==> src/rtl/pattern_detector_mealy_pkg.sv <==
// pattern_det_pkg: elaboration-time helpers that build the KMP transition table for the detector
package pattern_det_pkg;

    localparam int MAX_PAT_W = 16;

    function automatic logic bit_of(input logic [31:0] v, input int idx);
        return v[idx[4:0]];
    endfunction

    // Returns the length of the longest PATTERN prefix that is a suffix of (prefix_s, a).
    // A result of pat_w means the pattern has just completed. Rows beyond the legal
    // state range return 0 so that unused encodings fall back to the idle state.
    function automatic int next_state(input logic [31:0] pattern, input int pat_w, input int s, input logic a);
        logic [31:0] c;
        logic ok;
        int best;
        if (s < 0 || s >= pat_w) return 0;
        c = '0;
        for (int j = 0; j < s; j++) c = c | (32'(bit_of(pattern, pat_w - 1 - j)) << j);
        c = c | (32'(a) << s);
        best = 0;
        for (int k = 1; k <= s + 1; k++) begin
            ok = 1'b1;
            for (int i = 0; i < k; i++)
                if (bit_of(pattern, pat_w - 1 - i) != bit_of(c, s + 1 - k + i)) ok = 1'b0;
            if (ok) best = k;
        end
        return best;
    endfunction

    // Length of the longest proper border: where the search resumes after an overlapping match.
    function automatic int border_len(input logic [31:0] pattern, input int pat_w);
        logic ok;
        int best;
        best = 0;
        for (int b = 1; b < pat_w; b++) begin
            ok = 1'b1;
            for (int i = 0; i < b; i++)
                if (bit_of(pattern, pat_w - 1 - i) != bit_of(pattern, b - 1 - i)) ok = 1'b0;
            if (ok) best = b;
        end
        return best;
    endfunction

endpackage

==> src/rtl/pattern_detector_mealy_if.sv <==
// pattern_detector_mealy_if: serial stream inputs and match/count outputs of the detector
interface pattern_detector_mealy_if #(
    parameter int CNT_W = 8
);
    logic             en;
    logic             a;
    logic             overlap;
    logic             clear;
    logic             y;
    logic [CNT_W-1:0] match_count;
    logic             count_sat;

    modport master (output en, a, overlap, clear, input y, match_count, count_sat);
    modport slave (input en, a, overlap, clear, output y, match_count, count_sat);
endinterface

==> src/rtl/pattern_detector_mealy_sat_counter.sv <==
// sat_counter: match counter that freezes at all-ones and raises a sticky saturation flag
module sat_counter #(
    parameter int CNT_W = 8
) (
    input  logic             clk,
    input  logic             reset,
    input  logic             inc,
    input  logic             clear,
    output logic [CNT_W-1:0] count,
    output logic             sat
);

    // count increments stop at all-ones; sat is set on the increment that reaches it
    always_ff @(posedge clk or posedge reset) begin
        if (reset) begin
            count <= '0;
            sat   <= 1'b0;
        end else if (clear) begin
            count <= '0;
            sat   <= 1'b0;
        end else if (inc && !(&count)) begin
            count <= count + 1'b1;
            sat   <= &(count + 1'b1);
        end
    end

endmodule

==> src/rtl/pattern_detector_mealy.sv <==
// pattern_detector_mealy: parametrised Mealy serial pattern recogniser with overlap mode and match counter
module pattern_detector_mealy
    import pattern_det_pkg::*;
#(
    parameter int             PAT_W   = 4,
    parameter logic [PAT_W-1:0] PATTERN = 4'b1101,
    parameter int             CNT_W   = 8
) (
    input logic                     clk,
    input logic                     reset,
    pattern_detector_mealy_if.slave bus
);

    localparam int SW   = $clog2(PAT_W);
    localparam int KW   = $clog2(PAT_W + 1);
    localparam int ROWS = 2 ** SW;
    localparam logic [SW-1:0] OVL = SW'(border_len(32'(PATTERN), PAT_W));
    localparam logic [KW-1:0] HIT = KW'(PAT_W);
    localparam logic [SW:0]   LIM = (SW + 1)'(PAT_W);

    typedef logic [SW-1:0] state_t;

    logic [KW-1:0] tab [ROWS][2];
    state_t        state;
    state_t        state_nxt;
    logic [KW-1:0] k;
    logic          legal;
    logic          hit;

    for (genvar s = 0; s < ROWS; s++) begin : g_row
        for (genvar v = 0; v < 2; v++) begin : g_col
            localparam int NS = next_state(32'(PATTERN), PAT_W, s, v == 1);
            assign tab[s][v] = KW'(NS);
        end
    end

    // table lookup, match strobe and next-state selection; clear beats en, illegal states fall to 0
    always_comb begin
        k         = tab[state][bus.a];
        legal     = {1'b0, state} < LIM;
        hit       = bus.en && !bus.clear && !reset && legal && k == HIT;
        state_nxt = (bus.clear || !legal) ? '0
                  : !bus.en ? state
                  : hit ? (bus.overlap ? OVL : '0)
                  : SW'(k);
    end

    // search state register; reset discards any partial progress
    always_ff @(posedge clk or posedge reset) begin
        if (reset) state <= '0;
        else state <= state_nxt;
    end

    assign bus.y = hit;

    sat_counter #(.CNT_W(CNT_W)) u_cnt (
        .clk  (clk),
        .reset(reset),
        .inc  (hit),
        .clear(bus.clear),
        .count(bus.match_count),
        .sat  (bus.count_sat)
    );

endmodule

==> src/flat_wrapper.sv <==
// flat-port wrapper written by rule: the top's interface ports become plain ports
module pattern_detector_mealy_flat import pattern_det_pkg::*;
#(
    parameter int             PAT_W   = 4,
    parameter logic [PAT_W-1:0] PATTERN = 4'b1101,
    parameter int             CNT_W   = 8
)
  (clk, reset, bus_en, bus_a, bus_overlap, bus_clear, bus_y, bus_match_count, bus_count_sat);
  pattern_detector_mealy_if #(.CNT_W(CNT_W)) bus_i ();
  input logic clk;
  input logic reset;
  input wire logic [$bits(bus_i.en)-1:0] bus_en;
  input wire logic [$bits(bus_i.a)-1:0] bus_a;
  input wire logic [$bits(bus_i.overlap)-1:0] bus_overlap;
  input wire logic [$bits(bus_i.clear)-1:0] bus_clear;
  output wire logic [$bits(bus_i.y)-1:0] bus_y;
  output wire logic [$bits(bus_i.match_count)-1:0] bus_match_count;
  output wire logic [$bits(bus_i.count_sat)-1:0] bus_count_sat;
  assign bus_i.en = bus_en;
  assign bus_i.a = bus_a;
  assign bus_i.overlap = bus_overlap;
  assign bus_i.clear = bus_clear;
  assign bus_y = bus_i.y;
  assign bus_match_count = bus_i.match_count;
  assign bus_count_sat = bus_i.count_sat;
  pattern_detector_mealy #(.PAT_W(PAT_W), .PATTERN(PATTERN), .CNT_W(CNT_W)) u_core (.clk(clk), .reset(reset), .bus(bus_i));
endmodule
==> config.mk <==
export PLATFORM = sky130hd
export DESIGN_NAME = pattern_detector_mealy_flat
export DESIGN_NICKNAME = d
export VERILOG_FILES = /design/src/rtl/pattern_detector_mealy_pkg.sv /design/src/rtl/pattern_detector_mealy_if.sv /design/src/rtl/pattern_detector_mealy_sat_counter.sv /design/src/rtl/pattern_detector_mealy.sv /design/src/flat_wrapper.sv
export SDC_FILE = /design/constraint.sdc
export NUM_CORES = 1
export LEC_CHECK = 0
export BUFFER_PORTS_ARGS = -buffer_cell sky130_fd_sc_hd__buf_2
export CORE_MARGIN = 2
export CORE_UTILIZATION = 40
export CTS_CLUSTER_DIAMETER = 80
export DETAILED_ROUTE_END_ITERATION = 16
export GPL_ROUTABILITY_DRIVEN = 0
export GPL_TIMING_DRIVEN = 1
export HOLD_SLACK_MARGIN = 0.05
export PLACE_DENSITY = 0.6
export SLEW_MARGIN = 5
export SYNTH_ARGS = -nofsm -noshare
export SYNTH_HDL_FRONTEND = slang
export SYNTH_SLANG_ARGS = --single-unit
==> constraint.sdc <==
create_clock -name clk -period 4.65 [get_ports clk]
set_input_delay 0.465 -clock clk [delete_from_list [all_inputs] [get_ports clk]]
set_output_delay 0.465 -clock clk [all_outputs]
set_load 0.1 [all_outputs]
==> impl_metrics.csv, run 1 <==
group,metric,value,unit
pwr,worst_ir_drop_vdd,0.1285,mV
pwr,totalPowerFinal,0.1751,mW
placed_design,port_buffers,15,
synthesis,synth.distinct_cells,39,
global_route,maximum_number_of_pins_on_one_net_before_global_route_repair,13,
setup_path,r2r_end,"u_core.u_cnt.sat",
finish,final_common_cell,"sky130_fd_sc_hd__buf_2",
placed_design,place_hpwl,1.255,mm
clock_tree,cts_hold_repair.buffers,0,
sta,maxSlewViolCount,0,
synthesis,synth_area_leaders,"sky130_fd_sc_hd__dfrtp_1, sky130_fd_sc_hd__ha_1, sky130_fd_sc_hd__nand2_1",
sta,finalHoldViolCount,0,
status,outcome,"complete, no violations",
die,top_level_pins,16,
sta,layout_min_cycle_time,2.635,ns
setup_path,critical-path-top-delay-family,"buffers and inverters",
synthesis,synthesized_instance_count,83,
sta,worst_pin_slew,0.5118,ns
global_route,grt_usage,17.99,%
die,fp-row-count,15,
setup_path,critical_path.slowest_cell,"sky130_fd_sc_hd__buf_2",
die,fp.coreArea,0.001783,mm²
synthesis,synth_area_per_cell,9.361,µm²
pwr,leakage_power,0.4589,nW
die,fp.dieH,48.08,µm
setup_path,critical_path_peak_fanout,12,
detailed_routing,routed_wire_length,1.594,mm
global_route,globalRouteOverflowTotal,0,
worst_hold_path,min_path_type,"primary input to asynchronous set/reset pin",
detailed_routing,route.detailed.vias_per_inst,5.296,
finish,final_net_count,112,
detailed_routing,drt.antenna.violating_nets,0,
die,dieWidth,48.08,µm
setup_path,critPathCaptureType,"primary output",
synthesis,synth_warnings,0,
detailed_routing,count_of_routing_violations_after_the_opening_detailed_route_iteration,16,
clock_tree,cts_buffer_depth,2,
synthesis,post_synth_design_cell_area,777.0,µm²
finish,fill_cells,185,
setup_path,cp.buffers_inverters,2,
clock_tree,clock_tree.htree_level_count,1,
global_route,antenna_found_initial,0,
sta,clock.fmax,379.5,MHz
finish,areaGrowthSynthToFinish,15.46,%
sta,setup_repair_after_global_routing_missed_its_margin,"false",
finish,antenna_cells_inserted,0,
setup_path,timing.critical_path.cells,"ha_1, and4b_1, nand4_1, inv_2, buf_2",
detailed_routing,via_count,662,
global_route,grt_pass1_wl,2.760,mm
sta,post-route-period-util,56.67,%
synthesis,syn-num-nets,94,
sta,setup-violations-final,0,
clock_tree,clock_tree_from_tritoncts,"done",
clock_tree,post-cts-setup-buffers,0,
detailed_routing,routed_wire_length_per_instance,12.75,µm
synthesis,synth_seq_cells,11,
detailed_routing,route.detailed.drc,0,
die,initial_util,43.58,%
sta,tns,0,ns
setup_path,setup.reg_to_reg.worst_slack,2.60,ns
setup_path,worst_setup_path_endpoint,"bus_y",
setup_path,worstRegToRegCells,6,
setup_path,crit_required,4.18,ns
sta,worst_clock_skew,0.003168,ns
synthesis,synth.largest_area_cell,"sky130_fd_sc_hd__dfrtp_1",
synthesis,yosysSeqAreaShare,35.43,%
sta,worst_max_slew_margin_expressed_relative_to_the_limit,65.78,%
flow_run,max_cap_viol_count,0,
finish,layout_common_cells,"sky130_fd_sc_hd__buf_2, sky130_fd_sc_hd__nand2_1, sky130_fd_sc_hd__dfrtp_1, sky130_fd_sc_hd__inv_1, sky130_fd_sc_hd__ha_1",
setup_path,startpoint_type,"register",
clock_tree,clock_sinks,11,
detailed_routing,detailedRoute.firstPassIterationCount,4,
pwr,cellPowerDensity,195.2,mW/mm²
global_route,first_global_vias,607,
setup_path,cp-startpoint,"u_core.state[1]",
finish,layout-drive-gt1-share,29.00,%
synthesis,synth.top_cell.area_share,35.43,%
setup_path,cp_slowest_stage_delay,0.46,ns
clock_tree,register_clock_pin_slew_on_the_reported_worst_setup_and_hold_paths,0.07,ns
setup_path,cp_data_arrival_time,2.17,ns
finish,multi_input_comb_area,466.7,µm²
die,fp.dieArea,0.002311,mm²
setup_path,crit_type,"register to primary output",
clock_tree,post_cts_resize_count,0,
setup_path,critical_path_depth,5,
finish,area_used_by_sequential_logic_in_the_layout,275.3,µm²
setup_path,timing.rr.start,"u_core.state[1]",
clock_tree,tritoncts_buffer_count,3,
clock_tree,cts.root.buffer_cell,"sky130_fd_sc_hd__clkbuf_4",
clock_tree,clock_latency,0.28,ns
## cells in the mapped netlist
library cell	count
sky130_fd_sc_hd__dfrtp_1	11
sky130_fd_sc_hd__nand2_1	11
sky130_fd_sc_hd__ha_1	5
sky130_fd_sc_hd__inv_1	5
sky130_fd_sc_hd__nor3_1	4
sky130_fd_sc_hd__o21ai_0	4
sky130_fd_sc_hd__nand3_1	3
sky130_fd_sc_hd__o211ai_1	3
sky130_fd_sc_hd__a211o_1	2
sky130_fd_sc_hd__a21oi_1	2
sky130_fd_sc_hd__and3_1	2
sky130_fd_sc_hd__nand2b_1	2
sky130_fd_sc_hd__nor2_1	2
sky130_fd_sc_hd__xnor2_1	2
sky130_fd_sc_hd__a211oi_1	1
sky130_fd_sc_hd__a21o_1	1
sky130_fd_sc_hd__a21oi_4	1
sky130_fd_sc_hd__a221o_2	1
sky130_fd_sc_hd__a31o_2	1
sky130_fd_sc_hd__a31oi_1	1
sky130_fd_sc_hd__and3b_2	1
sky130_fd_sc_hd__and4b_1	1
sky130_fd_sc_hd__buf_2	1
sky130_fd_sc_hd__buf_4	1
sky130_fd_sc_hd__inv_2	1
sky130_fd_sc_hd__mux2_2	1
sky130_fd_sc_hd__nand2_2	1
sky130_fd_sc_hd__nand3_2	1
sky130_fd_sc_hd__nand4_1	1
sky130_fd_sc_hd__nor2b_1	1
sky130_fd_sc_hd__nor3_4	1
sky130_fd_sc_hd__nor3b_1	1
sky130_fd_sc_hd__nor4_1	1
sky130_fd_sc_hd__o2111ai_1	1
sky130_fd_sc_hd__o31a_1	1
sky130_fd_sc_hd__o41ai_2	1
sky130_fd_sc_hd__or3_1	1
sky130_fd_sc_hd__or3_4	1
sky130_fd_sc_hd__xor2_1	1
## stage by stage
| step | instance area [µm²] | hold WS (ns) | setup slack, ns | utilization (%) | cells |
|---|---|---|---|---|---|
| 5_1_grt | 897.1 | 0.2199 | 1.782 | 50.32 | 125 |
| 4_1_cts | 897.1 | 0.1876 | 1.993 | 50.32 | 125 |
| 3_5_place_dp | 870.8 | 0.4902 | 2.242 | 48.84 | 121 |
| 3_3_place_gp | 870.8 | 0.4995 | 2.260 | 48.84 | 121 |
| 6_report | 897.1 | 0.1755 | 2.015 | 50.32 | 125 |
| 2_1_floorplan | 777.0 | 0.3174 | 2.284 | - | 83 |
## metal layers
metal | wire, µm | vias up | share of wire [%] | GRT usage [%]
met5 | 0 | - | 0 | 0
met4 | 35 | 0 | 2.2 | 9.730
met3 | 99 | 4 | 6.2 | 6.038
met2 | 764 | 16 | 48 | 26.13
met1 | 695 | 306 | 44 | 23.39
li1 | - | 336 | - | -
## worst reg2reg max path, stage by stage, from the launching register on
cell	delay, ns
sky130_fd_sc_hd__dfrtp_1	0.41
sky130_fd_sc_hd__ha_1	0.16
sky130_fd_sc_hd__and4b_1	0.17
sky130_fd_sc_hd__nand4_1	0.42
sky130_fd_sc_hd__inv_2	0.27
sky130_fd_sc_hd__nand2_1	0.15
sky130_fd_sc_hd__o41ai_2	0.36
## worst min-delay path by stage
stage / slack (ns) / to / cells after the start
2_1_floorplan: 0.32 / u_core.state[0] / 1
3_3_place_gp: 0.50 / u_core.state[0] / 2
3_5_place_dp: 0.49 / u_core.state[0] / 2
4_1_cts: 0.19 / u_core.state[0] / 2
5_1_grt: 0.22 / u_core.u_cnt.count[2] / 2
6_report: 0.18 / u_core.u_cnt.count[6] / 2
## final cells by class
cell class,instances,area share (%)
clock buffers,4,2.929
inverters,6,2.510
multi-input cells,64,52.02
flip-flops and latches,11,30.68
well taps,25,3.487
repair buffers,15,8.368
## flip-flops by register name (all words and copies together) (netlist names)
signal / cells
u_core.u_cnt.count: 8
u_core.state: 2
u_core.u_cnt.sat: 1
## logic make-up (layout without fill, tap and decap cells)
group	after synthesis	count (layout)	synth area share, %
simple gates	35	35	26.41
xor+xnor	3	3	3.382
compound gates	20	20	20.78
mux	1	1	1.449
buf+inv	8	25	4.508
fa+ha+maj	5	5	8.052
flops	11	11	35.43
## power by group
group | internal, mW | switching, mW | leakage [nW] | total (mW)
Combinational | 0.00424 | 0.00736 | 0.291 | 0.0116
Clock | 0.0333 | 0.0331 | 0.0150 | 0.0664
Sequential | 0.0964 | 0.000730 | 0.153 | 0.0971
Power figures use the tool's default switching activity.
==> run 2, diff against run 1 <==
--- a/config.mk
+++ b/config.mk
@@ -13,7 +13,7 @@
 export GPL_ROUTABILITY_DRIVEN = 0
 export GPL_TIMING_DRIVEN = 1
 export HOLD_SLACK_MARGIN = 0.05
-export PLACE_DENSITY = 0.6
+export PLACE_DENSITY = 0.63
 export SLEW_MARGIN = 5
 export SYNTH_ARGS = -nofsm -noshare
 export SYNTH_HDL_FRONTEND = slang
==> constraint.sdc (replaced) <==
create_clock -name clk -period 2.4 [get_ports clk]
set_input_delay 0.24 -clock clk [delete_from_list [all_inputs] [get_ports clk]]
set_output_delay 0.24 -clock clk [all_outputs]
set_load 0.1 [all_outputs]
==> impl_metrics.csv, run 2 (same netlist as run 1, synthesis figures left out) <==
group,metric,value,unit
setup_path,setup.reg_to_reg.worst_slack,0.64,ns
worst_hold_path,worst_hold_path.endpoint,"u_core.state[0]",
sta,worst_max_slew_margin_expressed_relative_to_the_limit,67.54,%
setup_path,cp_slowest_stage_delay,0.53,ns
sta,setup_repair_after_global_routing_missed_its_margin,"false",
sta,tns,0,ns
sta,finalHoldViolCount,0,
placed_design,dpl_cell_area,878.3,µm²
finish,final_common_cell,"sky130_fd_sc_hd__buf_2",
pwr,worst_ir_drop_vdd,0.2726,mV
die,fp.dieArea,0.002311,mm²
pwr,clkPwrFrac,36.7,%
pwr,seqPwrFrac,56.4,%
die,dieWidth,48.08,µm
pwr,cellPowerDensity,365.0,mW/mm²
clock_tree,register_clock_pin_slew_on_the_reported_worst_setup_and_hold_paths,0.06,ns
detailed_routing,route.detailed.drc,0,
finish,final_net_count,114,
flow_run,max_cap_viol_count,0,
clock_tree,cts_buffer_depth,2,
setup_path,crit_required,2.16,ns
finish,largest_register,"u_core.u_cnt.count",
setup_path,crit_type,"primary input to primary output",
worst_hold_path,min_path_type,"primary input to register",
finish,layout-drive-gt1-share,29.41,%
placed_design,port_buffers,15,
clock_tree,clock_latency,0.26,ns
worst_hold_path,worst_hold_path.num_cells,3,
setup_path,startpoint_type,"primary input",
die,initial_util,43.58,%
setup_path,worstRegToRegCells,5,
global_route,grt_usage,17.71,%
finish,largest_register_ffs,8,
pwr,netSwitchingFraction,22.03,%
global_route,antenna_found_initial,0,
global_route,grt_pass1_wl,2.760,mm
sta,post-route-period-util,87.46,%
clock_tree,clock_tree_from_tritoncts,"done",
die,fp.coreArea,0.001783,mm²
setup_path,timing.critical_path.cells,"dlygate4sd3_1, buf_2, and4b_1, nand4_1, inv_2, buf_2",
placed_design,place_hpwl,1.251,mm
detailed_routing,drt.antenna.violating_nets,0,
worst_hold_path,worstHoldStart,"bus_overlap",
finish,reg.largest.list,"u_core.u_cnt.count: 8 flops, u_core.state: 2 flops, u_core.u_cnt.sat: 1 flops",
die,fp.dieH,48.08,µm
global_route,globalRouteOverflowTotal,0,
detailed_routing,via_count,670,
clock_tree,post-cts-setup-buffers,0,
die,fp-row-count,15,
finish,antenna_cells_inserted,0,
detailed_routing,routed_wire_length_per_instance,12.68,µm
pwr,power_report.internal_total,0.2603,mW
die,top_level_pins,16,
pwr,totalPowerFinal,0.3338,mW
sta,worst_pin_slew,0.4903,ns
finish,fill_cells,181,
detailed_routing,detailedRoute.firstPassIterationCount,4,
finish,final_area,914.6,µm²
clock_tree,tritoncts_buffer_count,3,
setup_path,critPathCaptureType,"primary output",
clock_tree,clock_tree.htree_level_count,1,
pwr,comb_power_share,6.9,%
sta,worst_clock_skew,0.0006871,ns
clock_tree,cts.root.buffer_cell,"sky130_fd_sc_hd__clkbuf_4",
status,outcome,"complete, no violations",
pwr,leakage_power,0.4672,nW
setup_path,critical_path.slowest_cell,"sky130_fd_sc_hd__dlygate4sd3_1",
setup_path,timing.rr.start,"u_core.u_cnt.count[0]",
detailed_routing,routed_wire_length,1.610,mm
sta,setup-violations-final,0,
setup_path,cpMostUsedCell,"sky130_fd_sc_hd__buf_2",
detailed_routing,route.detailed.vias_per_inst,5.276,
setup_path,critical-path-top-delay-family,"buffers and inverters",
setup_path,cp_data_arrival_time,1.86,ns
sta,layout_min_cycle_time,2.099,ns
clock_tree,clock_sinks,11,
finish,layout_common_cells,"sky130_fd_sc_hd__buf_2, sky130_fd_sc_hd__nand2_1, sky130_fd_sc_hd__dfrtp_1, sky130_fd_sc_hd__inv_1, sky130_fd_sc_hd__ha_1",
global_route,maximum_number_of_pins_on_one_net_before_global_route_repair,12,
setup_path,cp.buffers_inverters,4,
sta,maxSlewViolCount,0,
detailed_routing,count_of_routing_violations_after_the_opening_detailed_route_iteration,24,
sta,clock.fmax,476.4,MHz
setup_path,critical_path_peak_fanout,6,
finish,areaGrowthSynthToFinish,17.71,%
pwr,power.net_switching,0.07354,mW
setup_path,r2r_end,"u_core.u_cnt.count[0]",
global_route,first_global_vias,621,
setup_path,cp-startpoint,"reset",
-- run 2: cell count changes in the layout (fill, tap and decap cells not counted), sizes merged --
cell,before,now
dlygate4sd3,0,1
buf,15,16
-- run 2: worst register-to-register path: stages (launching register included) --
cell	delay, ns
sky130_fd_sc_hd__dfrtp_1	0.44
sky130_fd_sc_hd__ha_1	0.24
sky130_fd_sc_hd__nand3_2	0.18
sky130_fd_sc_hd__or3_4	0.45
sky130_fd_sc_hd__a21oi_4	0.22
sky130_fd_sc_hd__mux2_2	0.18
-- run 2: worst max path at each step --
stage	endpoint	depth (start not counted)	slack [ns]
2_1_floorplan	u_core.u_cnt.count[0]	5	0.03
3_3_place_gp	u_core.u_cnt.count[2]	5	0.69
3_5_place_dp	u_core.u_cnt.count[0]	5	0.65
4_1_cts	bus_y	6	0.30
5_1_grt	bus_y	6	0.26
6_report	bus_y	6	0.30
-- run 2: cell type report --
class,instances,area (µm²),area share (%)
tap,25,31.28,3.420
inverter,6,22.52,2.462
timing repair buffer,17,92.59,10.12
clock buffer,4,26.28,2.873
multi-input combinational,64,466.7,51.03
sequential,11,275.3,30.10
-- run 2: timing repair --
item / CTS / global route
hold endpoints to repair: 11 / 0
hold buffers: 1 / 0
resized for setup: 0 / 0
-- run 2: metrics by stage --
step	setup slack, ns	util [%]	instances	hold slack, ns
finish	0.3009	51.30	127	0.1799
floorplan	0.03389	-	83	0.09244
CTS	0.3023	51.30	127	0.1792
global route	0.2577	51.30	127	0.1932
global placement	0.6887	49.26	122	0.2778
detailed placement	0.6535	49.26	122	0.2754
-- run 2: power groups by stage --
stage | clock, mW | sequential, mW | combinational, mW
6_report | 0.123 | 0.188 | 0.0229
5_1_grt | 0.140 | 0.189 | 0.0281
4_1_cts | 0.129 | 0.188 | 0.0237
3_5_place_dp | 0 | 0.192 | 0.0224
3_3_place_gp | 0 | 0.192 | 0.0223
2_1_floorplan | 0 | 0.191 | 0.0128
-- run 2: layer usage --
metal	vias up	wire [µm]	global-route usage, %
met4	0	23	5.946
met3	2	75	5.660
li1	345	-	-
met1	305	819	25.74
met2	18	692	24.53
met5	-	0	0
